`src/rtl/ws2812_pkg.sv`:
```
// Shared types, FSM encodings and helper functions for the WS2812 matrix streamer.
package ws2812_pkg;

    typedef struct packed {
        logic [7:0] g;
        logic [7:0] r;
        logic [7:0] b;
    } rgb_t;

    localparam logic [2:0] ST_INIT_LATCH = 3'd0;
    localparam logic [2:0] ST_IDLE       = 3'd1;
    localparam logic [2:0] ST_FETCH      = 3'd2;
    localparam logic [2:0] ST_SHIFT      = 3'd3;
    localparam logic [2:0] ST_LATCH      = 3'd4;

    // Round-to-nearest conversion of a duration in ns to clk cycles.
    function automatic int ns_to_cycles(input longint clk_hz, input longint ns);
        return int'((clk_hz * ns + 64'sd500_000_000) / 64'sd1_000_000_000);
    endfunction

    function automatic logic [7:0] scale_ch(input logic [7:0] ch, input logic [7:0] br);
        logic [16:0] prod;
        prod = {9'd0, ch} * ({9'd0, br} + 17'd1);
        return 8'(prod >> 8);
    endfunction

    function automatic rgb_t scale_rgb(input rgb_t px, input logic [7:0] br);
        rgb_t res;
        res.g = scale_ch(px.g, br);
        res.r = scale_ch(px.r, br);
        res.b = scale_ch(px.b, br);
        return res;
    endfunction

endpackage

```
`src/rtl/ws2812_bit_encoder.sv`:
```
// Serialises a 24-bit word MSB first into WS2812 high/low bit cells of fixed length.
module ws2812_bit_encoder #(
    parameter int T0H_CYC = 10,
    parameter int T1H_CYC = 20,
    parameter int BIT_CYC = 31
) (
    input  logic        clk,
    input  logic        rst_n,
    input  logic        load,
    input  logic [23:0] word,
    output logic        led,
    output logic        prefetch,
    output logic        done
);

    localparam int CW = (BIT_CYC > 1) ? $clog2(BIT_CYC) : 1;
    localparam logic [CW-1:0] CNT_LAST = CW'(BIT_CYC - 1);
    localparam logic [CW-1:0] T0H_C    = CW'(T0H_CYC);
    localparam logic [CW-1:0] T1H_C    = CW'(T1H_CYC);

    logic [23:0]   sh_q, sh_d;
    logic [4:0]    idx_q, idx_d;
    logic [CW-1:0] cnt_q, cnt_d;
    logic          active_q, active_d;
    logic          led_q, led_d;
    logic          bit_end_s;

    // Bit-cell sequencing; prefetch fires in the cycle before bit 23 so the
    // registered address is out on the first cycle of bit 23.
    always_comb begin
        bit_end_s = active_q && (cnt_q == CNT_LAST);
        prefetch  = bit_end_s && (idx_q == 5'd22);
        done      = bit_end_s && (idx_q == 5'd23);
        sh_d      = sh_q;
        idx_d     = idx_q;
        cnt_d     = cnt_q;
        active_d  = active_q;
        if (load) begin
            sh_d     = word;
            idx_d    = 5'd0;
            cnt_d    = '0;
            active_d = 1'b1;
        end else if (done) begin
            idx_d    = 5'd0;
            cnt_d    = '0;
            active_d = 1'b0;
        end else if (bit_end_s) begin
            sh_d  = {sh_q[22:0], 1'b0};
            idx_d = idx_q + 5'd1;
            cnt_d = '0;
        end else if (active_q) begin
            cnt_d = cnt_q + CW'(1);
        end else begin
            cnt_d = cnt_q;
        end
        led_d = active_d && (cnt_d < (sh_d[23] ? T1H_C : T0H_C));
    end

    // Encoder state and registered line output.
    always_ff @(posedge clk or negedge rst_n) begin
        if (!rst_n) begin
            sh_q     <= 24'd0;
            idx_q    <= 5'd0;
            cnt_q    <= '0;
            active_q <= 1'b0;
            led_q    <= 1'b0;
        end else begin
            sh_q     <= sh_d;
            idx_q    <= idx_d;
            cnt_q    <= cnt_d;
            active_q <= active_d;
            led_q    <= led_d;
        end
    end

    assign led = led_q;

endmodule

```
`src/rtl/ws2812_matrix_stream.sv`:
```
// Streams one ROWS x COLS frame to a WS2812 chain from a 1-cycle-latency pixel store.
// Define WS2812_BRIGHTNESS_EN to add the brightness port and the per-channel scaler.
module ws2812_matrix_stream
    import ws2812_pkg::*;
#(
    parameter int ROWS       = 16,
    parameter int COLS       = 16,
    parameter int CLK_HZ     = 25_000_000,
    parameter int T0H_NS     = 400,
    parameter int T1H_NS     = 800,
    parameter int BIT_NS     = 1250,
    parameter int LATCH_US   = 80,
    parameter int SERPENTINE = 1,
    localparam int RW = (ROWS > 1) ? $clog2(ROWS) : 1,
    localparam int CW = (COLS > 1) ? $clog2(COLS) : 1
) (
    input  logic          clk,
    input  logic          rst_n,
    input  logic          frame_valid,
    output logic          frame_ready,
    output logic [RW-1:0] pix_row,
    output logic [CW-1:0] pix_col,
    input  logic [23:0]   pix_rgb,
`ifdef WS2812_BRIGHTNESS_EN
    input  logic [7:0]    brightness,
`endif
    output logic          led_data,
    output logic          busy,
    output logic          frame_done
);

    localparam int T0H_C   = ns_to_cycles(CLK_HZ, T0H_NS);
    localparam int T1H_C   = ns_to_cycles(CLK_HZ, T1H_NS);
    localparam int BIT_C   = ns_to_cycles(CLK_HZ, BIT_NS);
    localparam int LATCH_C = ns_to_cycles(CLK_HZ, LATCH_US * 32'sd1000);
    localparam int LW      = (LATCH_C > 1) ? $clog2(LATCH_C) : 1;

    localparam logic [LW-1:0] LATCH_LAST = LW'(LATCH_C - 1);
    localparam logic [RW-1:0] ROW_LAST   = RW'(ROWS - 1);
    localparam logic [CW-1:0] COL_LAST   = CW'(COLS - 1);

    if (!((T1H_C < BIT_C) && (T0H_C >= 1))) begin : g_timing_check
        $error("ws2812_matrix_stream: bit timing needs T0H >= 1 and T1H < BIT");
    end

    logic [2:0]    state_q, state_d;
    logic [LW-1:0] latch_cnt_q, latch_cnt_d;
    logic [RW-1:0] row_q, row_d;
    logic [CW-1:0] k_q, k_d;
    logic [CW-1:0] col_q, col_d;
    logic          last_q, last_d;
    logic          busy_q, busy_d;
    logic          ready_q, ready_d;
    logic          done_q, done_d;
    logic          enc_load_s;
    logic          enc_prefetch_s;
    logic          enc_done_s;
    logic [23:0]   enc_word_s;

    // Physical column for a logical position k on a row (serpentine reverses odd rows).
    function automatic logic [CW-1:0] col_of(input logic [RW-1:0] row, input logic [CW-1:0] k);
        if ((SERPENTINE != 0) && row[0]) begin
            return COL_LAST - k;
        end else begin
            return k;
        end
    endfunction

    // Frame sequencing, pixel address walk and latch timing.
    always_comb begin
        state_d     = state_q;
        latch_cnt_d = latch_cnt_q;
        row_d       = row_q;
        k_d         = k_q;
        last_d      = last_q;
        enc_load_s  = 1'b0;
        case (state_q)
            ST_INIT_LATCH, ST_LATCH: begin
                if (latch_cnt_q == LATCH_LAST) begin
                    state_d     = ST_IDLE;
                    latch_cnt_d = '0;
                end else begin
                    latch_cnt_d = latch_cnt_q + LW'(1);
                end
            end
            ST_IDLE: begin
                if (frame_valid) begin
                    state_d = ST_FETCH;
                end else begin
                    state_d = ST_IDLE;
                end
            end
            ST_FETCH: begin
                enc_load_s = 1'b1;
                state_d    = ST_SHIFT;
            end
            ST_SHIFT: begin
                if (enc_prefetch_s) begin
                    if ((row_q == ROW_LAST) && (k_q == COL_LAST)) begin
                        last_d = 1'b1;
                    end else if (k_q == COL_LAST) begin
                        k_d   = '0;
                        row_d = row_q + RW'(1);
                    end else begin
                        k_d = k_q + CW'(1);
                    end
                end else if (enc_done_s) begin
                    // Address returns to pixel 0 so pix_rgb is ready well before the next FETCH.
                    if (last_q) begin
                        state_d = ST_LATCH;
                        row_d   = '0;
                        k_d     = '0;
                        last_d  = 1'b0;
                    end else begin
                        enc_load_s = 1'b1;
                    end
                end else begin
                    state_d = ST_SHIFT;
                end
            end
            default: begin
                state_d     = ST_INIT_LATCH;
                latch_cnt_d = '0;
            end
        endcase
        col_d   = col_of(row_d, k_d);
        busy_d  = (state_d != ST_IDLE);
        ready_d = (state_d == ST_IDLE);
        done_d  = (state_d == ST_LATCH) && (latch_cnt_d == LATCH_LAST);
    end

    // Control state and registered outputs.
    always_ff @(posedge clk or negedge rst_n) begin
        if (!rst_n) begin
            state_q     <= ST_INIT_LATCH;
            latch_cnt_q <= '0;
            row_q       <= '0;
            k_q         <= '0;
            col_q       <= '0;
            last_q      <= 1'b0;
            busy_q      <= 1'b1;
            ready_q     <= 1'b0;
            done_q      <= 1'b0;
        end else begin
            state_q     <= state_d;
            latch_cnt_q <= latch_cnt_d;
            row_q       <= row_d;
            k_q         <= k_d;
            col_q       <= col_d;
            last_q      <= last_d;
            busy_q      <= busy_d;
            ready_q     <= ready_d;
            done_q      <= done_d;
        end
    end

`ifdef WS2812_BRIGHTNESS_EN
    rgb_t cap_q, cap_d;

    if (BIT_C < 3) begin : g_scale_check
        $error("ws2812_matrix_stream: brightness scaler needs BIT >= 3 cycles");
    end

    // Scale every cycle; the capture point reads the value two cycles after the address.
    always_comb begin
        cap_d = scale_rgb(rgb_t'(pix_rgb), brightness);
    end

    // Scaled pixel pipeline register.
    always_ff @(posedge clk or negedge rst_n) begin
        if (!rst_n) begin
            cap_q <= '0;
        end else begin
            cap_q <= cap_d;
        end
    end

    assign enc_word_s = cap_q;
`else
    assign enc_word_s = pix_rgb;
`endif

    ws2812_bit_encoder #(
        .T0H_CYC (T0H_C),
        .T1H_CYC (T1H_C),
        .BIT_CYC (BIT_C)
    ) u_enc (
        .clk      (clk),
        .rst_n    (rst_n),
        .load     (enc_load_s),
        .word     (enc_word_s),
        .led      (led_data),
        .prefetch (enc_prefetch_s),
        .done     (enc_done_s)
    );

    assign pix_row     = row_q;
    assign pix_col     = col_q;
    assign busy        = busy_q;
    assign frame_ready = ready_q;
    assign frame_done  = done_q;

endmodule

```
`config.mk`:
```
export PLATFORM = sky130hd
export DESIGN_NAME = ws2812_matrix_stream
export DESIGN_NICKNAME = d
export VERILOG_FILES = /design/src/rtl/ws2812_pkg.sv /design/src/rtl/ws2812_bit_encoder.sv /design/src/rtl/ws2812_matrix_stream.sv
export SDC_FILE = /design/constraint.sdc
export NUM_CORES = 1
export LEC_CHECK = 0
export BUFFER_PORTS_ARGS = -buffer_cell sky130_fd_sc_hd__buf_2
export CAP_MARGIN = 15
export CORE_MARGIN = 5
export CORE_UTILIZATION = 54
export CTS_BUF_LIST = sky130_fd_sc_hd__clkbuf_2 sky130_fd_sc_hd__clkbuf_4 sky130_fd_sc_hd__clkbuf_8
export DETAILED_ROUTE_END_ITERATION = 10
export PLACE_DENSITY = 0.74
export SYNTH_ARGS = -nofsm -noshare
export SYNTH_HDL_FRONTEND = slang
export SYNTH_SLANG_ARGS = --single-unit
```
`constraint.sdc`:
```
create_clock -name clk -period 3.5 [get_ports clk]
set_clock_uncertainty 0.1 [all_clocks]
set_input_delay 1.05 -clock clk [delete_from_list [all_inputs] [get_ports clk]]
set_output_delay 1.05 -clock clk [all_outputs]
set_load 0.02 [all_outputs]
```
==> impl_metrics.ini, run 1 <==
[routing]
drc_errors = 0
wirelength_um = 7250
drtPass1Iterations = 4
num_vias = 2824
viasPerCell = 5.76
antenna_left = 0
routedWlPerCell_um = 14.8
drt-initial-drc-count = 159

[yosys]
synth_warnings = 0
synth_cell_types = 65
synth_seq_cells = 66
syn-num-nets = 408
syn-instance-count = 371
synth_enable_flop_cells = 0
avgSynthCellArea_sq_um = 9.62
seq_area_frac_synth = 0.463
ys.flop_type = dfrtp_1
async_reset_ff_frac = 1.00
netlist_area_sq_um = 3570

[pwr]
internal-power_uw = 1620
seqPwrFrac = 0.465
clockPowerShare = 0.310
p_per_area_nw_per_um2 = 575
power.leakage_uw = 0.00177
irDropWorstVdd_mv = 0.461
p_sw_frac = 0.303
pwr-share-comb = 0.225
switching_power_uw = 703

[floorplan]
die_h_um = 91.3
start_util = 0.559
ios = 39
fp-row-count = 29
die_area_sq_um = 8330
core_area_sq_um = 6390
die_w_um = 91.3

[layout]
n_antenna_cell = 0
stdcell_area_sq_um = 4030
final_util = 0.632
fin_cells = 490
drive_above_1_share = 0.177
final_nets = 445
syn_to_final_growth_pct = 13.1

[global_routing]
grt_pass1_wl_um = 12400
grt_util_all_layers = 0.179
grt_max_degree = 51
gr-total-overflow = 0
grt_pass1_vias = 2613
antenna_found_initial = 0

[worst_setup_path]
path_max_fanout = 7
rr_endpoint = u_enc.led
r2r_cells = 11
ff2ff_setup_slack_ns = 0.61
startpoint_type = flip-flop
crit_path_end_kind = flip-flop
critical_path_class = flip-flop to flip-flop
r2r-start = u_enc.cnt_q[0]
startpoint = u_enc.cnt_q[0]
worstPathRequired_ns = 3.67
cp.arrival_ns = 3.06

[outcome]
status = finished clean

[cts]
numCtsBuffers = 9
cts_tree = built
ctsHtreeMaxLevel = 3
postCtsSetupBuffers = 0
hold_buffers = 0
clkLatencyLatePin_ns = 0.34
clk_pin_slew_worst_paths_ns = 0.07
clockBufferDepth = 2
cts_resized = 0
cts_root_buf = clkbuf_8
cts.sinks = 66

[sta]
post-route-period-util = 0.825
setup_viol = 0
finalHoldViolCount = 0
fmax_ghz = 0.346
rsz0062_at_grt = false
slew_viol_final = 0
tightest_slew_ns = 0.792
finalSetupTns_ns = 0
slew_headroom = 0.472
min_period_ns = 2.89

[place]
gp_congestion = 0.853
place_area_sq_um = 3810
dpl.hpwl_um = 5090
placed_cells = 474
io_buffers = 38

[min_path]
hold_path_end = u_enc.sh_q[0]
hp-start = u_enc.sh_q[0]
hp-class = flip-flop to flip-flop
holdPathStages = 2

[run]
drv_cap = 0
==> layer usage <==
metal,wire length (um),global-route usage,up-vias
met1,3490,0.264,1323
li1,-,-,1411
met4,144,0.0733,0
met2,3280,0.259,76
met3,343,0.0331,14
met5,0,0,-
==> sequential cells by signal, summed over array words and instances, names as in the netlist <==
| signal | count |
|---|---|
| pix_col | 4 |
| frame_done | 1 |
| u_enc.led | 1 |
| frame_ready | 1 |
| busy | 1 |
| u_enc.active_q | 1 |
| u_enc.sh_q | 24 |
| state_q | 3 |
| last_q | 1 |
| u_enc.cnt_q | 5 |
| latch_cnt_q | 11 |
| pix_row | 4 |
| k_q | 4 |
| u_enc.idx_q | 5 |
==> cell usage in the layout (no fill, tap or decap), drive strengths merged, types with 2 or more instances in the layout <==
cell	count
a211o	2
a211oi	3
a21o	4
a21oi	11
a22o	5
a22oi	2
a31oi	2
a32o	2
and2	4
and3	4
buf	44
bufinv	2
clkbuf	11
clkinv	2
dfrtp	65
ha	10
inv	9
mux2i	24
nand2	59
nand3	14
nand3b	3
nand4	6
nor2	23
nor2b	3
nor3	4
nor4	2
nor4b	3
o211ai	5
o21ai	38
o21ba	2
o22ai	2
or2	4
or3	3
xnor2	6
xor2	4
==> worst max path at each step <==
stage	end	slack (ns)
2_1_floorplan	u_enc.led	0.98
3_3_place_gp	u_enc.led	0.81
3_5_place_dp	u_enc.led	0.66
4_1_cts	u_enc.led	0.63
5_1_grt	u_enc.led	0.30
6_report	u_enc.led	0.61
==> cells by family (layout without fill, tap and decap cells) <==
logic type                 count (synthesis)  count (layout)  synth area share
buffers and inverters                     27              69            0.0375
muxes                                     25              25            0.0705
AOI/OAI and AO/OA                         92              92             0.170
DFF                                       66              66             0.463
adders and majority gates                 10              10            0.0351
and+or+nand+nor                          141             141             0.199
xor gates and xnor gates                  10              10            0.0246
==> power by group through the flow <==
stage          Sequential [uW]  Clock, uW  Combinational, uW
2_1_floorplan             1060          0                389
3_3_place_gp              1080          0                489
3_5_place_dp              1090          0                521
4_1_cts                   1080        729                532
5_1_grt                   1110        767                612
6_report                  1080        718                522
==> cell type report <==
| cell class | instances | area, sq um |
|---|---|---|
| fill | 521 | 2350 |
| multi-input combinational | 278 | 1790 |
| sequential | 66 | 1650 |
| timing repair buffer | 44 | 235 |
| clock buffer | 11 | 145 |
| tap | 77 | 96.3 |
| clock inverter | 5 | 77.6 |
| inverter | 9 | 33.8 |
==> synth_stat cells (2+ instances only) <==
| cell | count | area [sq um] |
|---|---|---|
| dfrtp_1 | 65 | 1630 |
| nand2_1 | 59 | 221 |
| o21ai_0 | 38 | 190 |
| mux2i_1 | 24 | 240 |
| nor2_1 | 23 | 86.3 |
| nand3_1 | 14 | 70.1 |
| a21oi_1 | 11 | 55.1 |
| ha_1 | 10 | 125 |
| inv_1 | 9 | 33.8 |
| clkbuf_1 | 7 | 26.3 |
| nand4_1 | 6 | 37.5 |
| xnor2_1 | 6 | 52.6 |
| a22o_1 | 5 | 43.8 |
| buf_2 | 5 | 25.0 |
| o211ai_1 | 5 | 37.5 |
| a21o_1 | 4 | 30.0 |
| and2_1 | 4 | 25.0 |
| and3_1 | 4 | 25.0 |
| nor3_1 | 4 | 20.0 |
| xor2_1 | 4 | 35.0 |
| a211oi_1 | 3 | 22.5 |
| buf_6 | 3 | 33.8 |
| nand3b_1 | 3 | 22.5 |
| nor2b_1 | 3 | 18.8 |
| or2_2 | 3 | 18.8 |
| or3_1 | 3 | 18.8 |
| a211o_1 | 2 | 17.5 |
| a31oi_1 | 2 | 12.5 |
| a32o_1 | 2 | 20.0 |
| buf_1 | 2 | 7.51 |
| nor4b_1 | 2 | 17.5 |
| o21ba_2 | 2 | 20.0 |
| o22ai_1 | 2 | 12.5 |
==> critical path, cell delays in order (launching register included) <==
cell     delay, ns
dfrtp_1       0.42
inv_1         0.07
ha_1          0.15
nand2_1       0.17
nor3_1        0.42
a21oi_1       0.29
nor2_1        0.28
a21oi_1       0.11
ha_1          0.34
a21o_1        0.17
a21oi_1       0.13
o311a_1       0.17
==> stage by stage <==
stage	total power (uW)	hold slack (ns)	setup WS, ns
2_1_floorplan	1450	0.375	0.983
3_3_place_gp	1570	0.414	0.810
3_5_place_dp	1610	0.404	0.658
4_1_cts	2340	0.424	0.625
5_1_grt	2480	0.504	0.303
6_report	2320	0.425	0.614
No activity file was read; power rests on OpenSTA's default activity.
==> run 2, diff against run 1 <==
--- a/config.mk
+++ b/config.mk
@@ -5,6 +5,7 @@
 export SDC_FILE = /design/constraint.sdc
 export NUM_CORES = 1
 export LEC_CHECK = 0
+export ABC_AREA = 1
 export BUFFER_PORTS_ARGS = -buffer_cell sky130_fd_sc_hd__buf_2
 export CAP_MARGIN = 15
 export CORE_MARGIN = 5
==> constraint.sdc (replaced) <==
create_clock -name clk -period 2.9 [get_ports clk]
set_clock_uncertainty 0.1 [all_clocks]
set_input_delay 0.87 -clock clk [delete_from_list [all_inputs] [get_ports clk]]
set_output_delay 0.87 -clock clk [all_outputs]
set_load 0.02 [all_outputs]
==> run 2 against run 1 <==
Against the previous run: core utilization rose by 0.30 points; highest routed layer unchanged; power fell by 22%; combinational power fell by 93%; critical path type unchanged; flip-flop and latch count did not move; routed wire length rose by 3.9%; global-route usage rose by 1.0 points; sequential power fell by 15%; maximum frequency rose by 22%; via count rose by 6.8%; register-to-register slack got worse by 0.07 ns; first-iteration DRC count fell by 25%; setup slack got worse by 0.073 ns.
==> impl_metrics.ini, run 2 <==
[layout]
n_antenna_cell = 0
largest_register_ffs = 24
regMostFlops = u_enc.sh_q
mostFrequentLayoutCell = nand2_1
drive_above_1_share = 0.206
top_regs = u_enc.sh_q: 24 flops, latch_cnt_q: 11 flops
syn_to_final_growth_pct = 13.0
final_nets = 523
final_cell_mix = 104 x nand2_1, 67 x nand3_1, 65 x dfrtp_1

[yosys]
yosysTopAreaCell = dfrtp_1
syn-num-nets = 481
avgSynthCellArea_sq_um = 8.17
netlist_top_cells_area = dfrtp_1 45%, nand2_1 11%, nand3_1 9.2%, inv_1 5.0%, nor2_1 3.7%
synth_common_cells = 104 x nand2_1, 67 x nand3_1, 65 x dfrtp_1
synth_enable_flop_cells = 0
yosysTopAreaCellShare = 0.448
synth_warnings = 0
synth_cell_types = 35
netlist_area_sq_um = 3630
async_reset_ff_frac = 1.00
synth_most_common_cell = nand2_1
syn-instance-count = 444
synth_seq_cells = 66
ys.flop_type = dfrtp_1
seq_area_frac_synth = 0.456

[routing]
drt-initial-drc-count = 119
drtPass1Iterations = 4
antenna_left = 0
drc_errors = 0
num_vias = 3016
viasPerCell = 5.31
wirelength_um = 7530
routedWlPerCell_um = 13.3

[pwr]
seqPwrFrac = 0.507
p_per_area_nw_per_um2 = 443
total_power_uw = 1810
pwr-share-comb = 0.021
p_sw_frac = 0.209
power.leakage_uw = 0.00204
internal-power_uw = 1440
clockPowerShare = 0.472
switching_power_uw = 378
irDropWorstVdd_mv = 0.280

[worst_setup_path]
critPathTopFamily = buffers and inverters
r2r-start = u_enc.cnt_q[0]
r2r_cells = 11
cp.arrival_ns = 2.53
slowest_delay_ns = 0.42
ff2ff_setup_slack_ns = 0.54
slowest_stage = dfrtp_1
worstPathRequired_ns = 3.07
crit_buf_inv = 3
critical_path_class = flip-flop to flip-flop
path_cells = inv_1 > ha_1 > nand3_2 > nor2_8 > nand3_2 > o21ai_2 > buf_4 > inv_2 > nand2_1 > nand2_1 > a21oi_1
path_depth = 11
rr_endpoint = u_enc.led
crit_path_end_kind = flip-flop
startpoint_type = flip-flop
path_max_fanout = 28

[place]
dpl.hpwl_um = 5340
io_buffers = 38
gp_congestion = 0.838

[sta]
min_period_ns = 2.36
setup_viol = 0
rsz0062_at_grt = false
fmax_ghz = 0.424
finalHoldViolCount = 0
tightest_slew_ns = 0.652
slew_viol_final = 0
slew_headroom = 0.565
finalSetupTns_ns = 0
post-route-period-util = 0.813

[run]
drv_cap = 0

[outcome]
status = finished clean

[global_routing]
grt_pass1_vias = 2863
grt_max_degree = 41
gr-total-overflow = 0
grt_pass1_wl_um = 13000
antenna_found_initial = 0
grt_util_all_layers = 0.189

[floorplan]
start_util = 0.562
ios = 39
die_w_um = 92.0
die_h_um = 92.0
die_area_sq_um = 8460
core_area_sq_um = 6460
fp-row-count = 29

[cts]
ctsHtreeMaxLevel = 3
postCtsSetupBuffers = 0
cts_tree = built
numCtsBuffers = 9
cts_resized = 0
cts_root_buf = clkbuf_8
cts.sinks = 66
clockBufferDepth = 2
clkLatencyLatePin_ns = 0.35
hold_buffers = 0
clk_pin_slew_worst_paths_ns = 0.07

[min_path]
hp-class = flip-flop to flip-flop
holdPathStages = 2
hold_path_end = u_enc.sh_q[19]
hp-start = u_enc.sh_q[18]
-- run 2: cell types whose count changed after synthesis, moves of 5 or more --
cell / previous run / this run
nor2_1: 23 / 36
mux2i_1: 24 / 0
nand3_2: 0 / 12
o21ai_0: 38 / 17
nand3_1: 14 / 67
a22o_1: 5 / 0
xor2_1: 4 / 10
nand2_2: 0 / 14
clkbuf_1: 7 / 2
inv_1: 9 / 48
nand2_1: 59 / 104
-- run 2: layer usage --
metal,part of all wire,GRT usage,vias up
met3,0.045,0.0589,10
met4,0.012,0.0545,0
li1,-,-,1534
met5,0,0,-
met1,0.49,0.268,1403
met2,0.45,0.282,69
-- run 2: cell type report --
| class | instances | area (sq um) |
|---|---|---|
| Fill cell | 565 | 2360 |
| Multi-Input combinational cell | 317 | 1710 |
| Sequential cell | 66 | 1650 |
| Timing Repair Buffer | 42 | 233 |
| Inverter | 50 | 188 |
| Clock buffer | 10 | 138 |
| Tap cell | 77 | 96.3 |
| Clock inverter | 6 | 80.1 |
-- run 2: cells by family (layout without fill, tap and decap cells) --
group           Yosys count  after routing  share of synthesized area
fa+ha+maj                10             10                     0.0345
xor+xnor                 12             12                     0.0290
simple gates            255            255                      0.342
compound gates           40             40                     0.0659
flops                    66             66                      0.456
buf+inv                  61            108                     0.0728
-- run 2: worst max-delay path by stage --
stage,end,startpoint,slack (ns)
after floorplan,u_enc.led,u_enc.cnt_q[0],0.62
after global placement,u_enc.led,u_enc.cnt_q[0],0.64
after detailed placement,u_enc.led,u_enc.cnt_q[0],0.55
after CTS,u_enc.led,u_enc.cnt_q[0],0.53
after global routing,u_enc.led,u_enc.idx_q[1],0.29
final,u_enc.led,u_enc.cnt_q[0],0.54
-- run 2: metrics by stage --
step	worst slack (ns)	utilization	instances	hold slack [ns]	instance area, sq um
floorplan	0.616	-	444	0.366	3630
global placement	0.638	0.601	552	0.374	3880
detailed placement	0.551	0.601	552	0.387	3880
CTS	0.533	0.635	568	0.401	4100
global route	0.295	0.635	568	0.425	4100
finish	0.541	0.635	568	0.398	4100
-- run 2: worst min-delay path: stages (launching register included) --
cell and delay, ns:
dfrtp_1 0.34, nand2_1 0.05, nand3_1 0.07
-- run 2: power groups by stage --
stage                     logic [uW]  clock network (uW)  registers, uW
after CTS                       40.4                 873            920
after global placement          39.8                   0            938
final                           38.4                 856            920
after floorplan              0.00783                   0            938
after global routing            44.2                 924            919
after detailed placement        40.3                   0            938
==> run 3, diff against run 2 <==
--- a/config.mk
+++ b/config.mk
@@ -5,14 +5,14 @@
 export SDC_FILE = /design/constraint.sdc
 export NUM_CORES = 1
 export LEC_CHECK = 0
-export ABC_AREA = 1
+export ABC_AREA = 0
 export BUFFER_PORTS_ARGS = -buffer_cell sky130_fd_sc_hd__buf_2
 export CAP_MARGIN = 15
 export CORE_MARGIN = 5
 export CORE_UTILIZATION = 54
 export CTS_BUF_LIST = sky130_fd_sc_hd__clkbuf_2 sky130_fd_sc_hd__clkbuf_4 sky130_fd_sc_hd__clkbuf_8
 export DETAILED_ROUTE_END_ITERATION = 10
-export PLACE_DENSITY = 0.74
+export PLACE_DENSITY = 0.77
 export SYNTH_ARGS = -nofsm -noshare
 export SYNTH_HDL_FRONTEND = slang
 export SYNTH_SLANG_ARGS = --single-unit
==> constraint.sdc (replaced) <==
create_clock -name clk -period 1.9 [get_ports clk]
set_clock_uncertainty 0.1 [all_clocks]
set_input_delay 0.57 -clock clk [delete_from_list [all_inputs] [get_ports clk]]
set_output_delay 0.57 -clock clk [all_outputs]
set_load 0.02 [all_outputs]
==> run 3 against run 2 <==
Against the previous run: the run now ends with setup timing left; sequential share of layout area down 9.7 points; worst hold slack worse by 0.29 ns; critical path depth down 2; combinational power rose to 53 times the previous value; sequential power up 120%.
==> impl_metrics.ini, run 3 (synthesis gave the netlist of run 1 again) <==
[layout]
n_antenna_cell = 0
fin_cells = 596
largest_register_ffs = 24
regArea_sq_um = 1660
top_regs = u_enc.sh_q: 24 flops, latch_cnt_q: 11 flops
nFillCells = 319
regMostFlops = u_enc.sh_q
drive_above_1_share = 0.455
final_nets = 551
final_cell_mix = 86 x buf_4, 63 x dfrtp_1, 56 x nand2_1
multi_input_area_sq_um = 2160
mostFrequentLayoutCell = buf_4
final_util = 0.847
syn_to_final_growth_pct = 51.6

[cts]
numCtsBuffers = 9
cts_tree = built
cts_root_buf = clkbuf_8
hold_buffers = 0
clkLatencyLatePin_ns = 0.36
clockBufferDepth = 2
cts.sinks = 66
ctsHtreeMaxLevel = 3
clk_pin_slew_worst_paths_ns = 0.08

[routing]
antenna_left = 0
viasPerCell = 6.34
drt-initial-drc-count = 250
num_vias = 3777
drtPass1Iterations = 5
wirelength_um = 12800
drc_errors = 0
routedWlPerCell_um = 21.4

[sta]
rsz0062_at_grt = true
fmax_ghz = 0.397
finalHoldViolCount = 0
post-route-period-util = 1.33
slew_headroom = 0.683
tightest_slew_ns = 0.472
slew_viol_final = 0
setup_viol = 43
min_period_ns = 2.52
finalSetupTns_ns = -6.50
hold_slack_ns = 0.113
fin_ws_ns = -0.620

[worst_setup_path]
worstPathRequired_ns = 2.03
path_depth = 9
cp.arrival_ns = 2.65
slowest_stage = dfrtp_2
crit_buf_inv = 2
path_cells = ha_4 > buf_6 > a211oi_4 > mux2i_2 > buf_4 > a21o_4 > ha_4 > nand3_4 > o311a_1
startpoint = u_enc.idx_q[1]
rr_endpoint = u_enc.led
r2r-start = u_enc.idx_q[1]
startpoint_type = flip-flop
critPathTopFamily = compound AO/OA/AOI/OAI gates
critical_path_class = flip-flop to flip-flop
r2r_cells = 9
endpoint = u_enc.led
path_max_fanout = 3
ff2ff_setup_slack_ns = -0.62
slowest_delay_ns = 0.45
worst_path_most_repeated_cell = ha_4
crit_path_end_kind = flip-flop

[place]
gp_congestion = 0.951
dpl.hpwl_um = 6110
io_buffers = 38
placed_cells = 544

[global_routing]
use_met1 = 0.295
top_usage_layer = met2
grt_pass1_vias = 3527
grtUsageMet2 = 0.453
grt_use_met3 = 0.0421
grt_pass1_wl_um = 17000
antenna_found_initial = 0
grt_max_degree = 67
gr-total-overflow = 0
grt_util_all_layers = 0.256

[floorplan]
fp-row-count = 29
ios = 39
start_util = 0.559
core_area_sq_um = 6390
die_w_um = 91.3
die_area_sq_um = 8330
die_h_um = 91.3

[min_path]
hp-class = input pin to asynchronous set/reset pin

[pwr]
p_per_area_nw_per_um2 = 1010
power.leakage_uw = 0.00241
irDropWorstVdd_mv = 1.11
total_power_uw = 5440

[outcome]
status = complete, but fails checks
violations = setup timing

[run]
drv_cap = 0
==> run 3: worst min-delay path by stage <==
stage,depth (start not counted),end
floorplan,0,frame_done
global placement,2,u_enc.sh_q[0]
detailed placement,2,u_enc.sh_q[0]
CTS,2,frame_done
global route,2,u_enc.cnt_q[2]
finish,2,u_enc.cnt_q[0]
==> run 3: final cells by class <==
type                    instances  area share
multi-input cells             278       0.400
flip-flops and latches         66       0.306
repair buffers                150       0.230
clock buffers                   9      0.0229
well taps                      77      0.0178
clock inverters                 7      0.0174
inverters                       9     0.00625
==> run 3: per-stage QoR <==
| step | cell area, sq um | setup WS (ns) |
|---|---|---|
| 6_report | 5410 | -0.620 |
| 3_3_place_gp | 4410 | -0.390 |
| 5_1_grt | 5410 | -0.683 |
| 4_1_cts | 4970 | -0.399 |
| 3_5_place_dp | 4410 | -0.514 |
| 2_1_floorplan | 3640 | -0.451 |
==> run 3: power breakdown <==
group          internal [uW]  switching [uW]  total (uW)
sequential              1760             306        2060
clock                    736             594        1330
combinational            992            1060        2050
total                   3480            1960        5440
==> run 3: per-layer routing <==
| metal | up-vias | routed length (um) | share of wire |
|---|---|---|---|
| met1 | 1834 | 4740 | 0.37 |
| met2 | 224 | 6430 | 0.50 |
| met3 | 88 | 754 | 0.059 |
| met4 | 0 | 840 | 0.066 |
| li1 | 1631 | - | - |
| met5 | - | 0 | 0 |
==> run 3: repair_timing <==
| action | in CTS | in global routing |
|---|---|---|
| endpoints found under the hold margin | 0 | 0 |
| setup buffers | 19 | 15 |
| setup endpoints to repair | 47 | 50 |
| resized for setup | 44 | 74 |
| pin swaps | 24 | 27 |
| cloned | 2 | 4 |
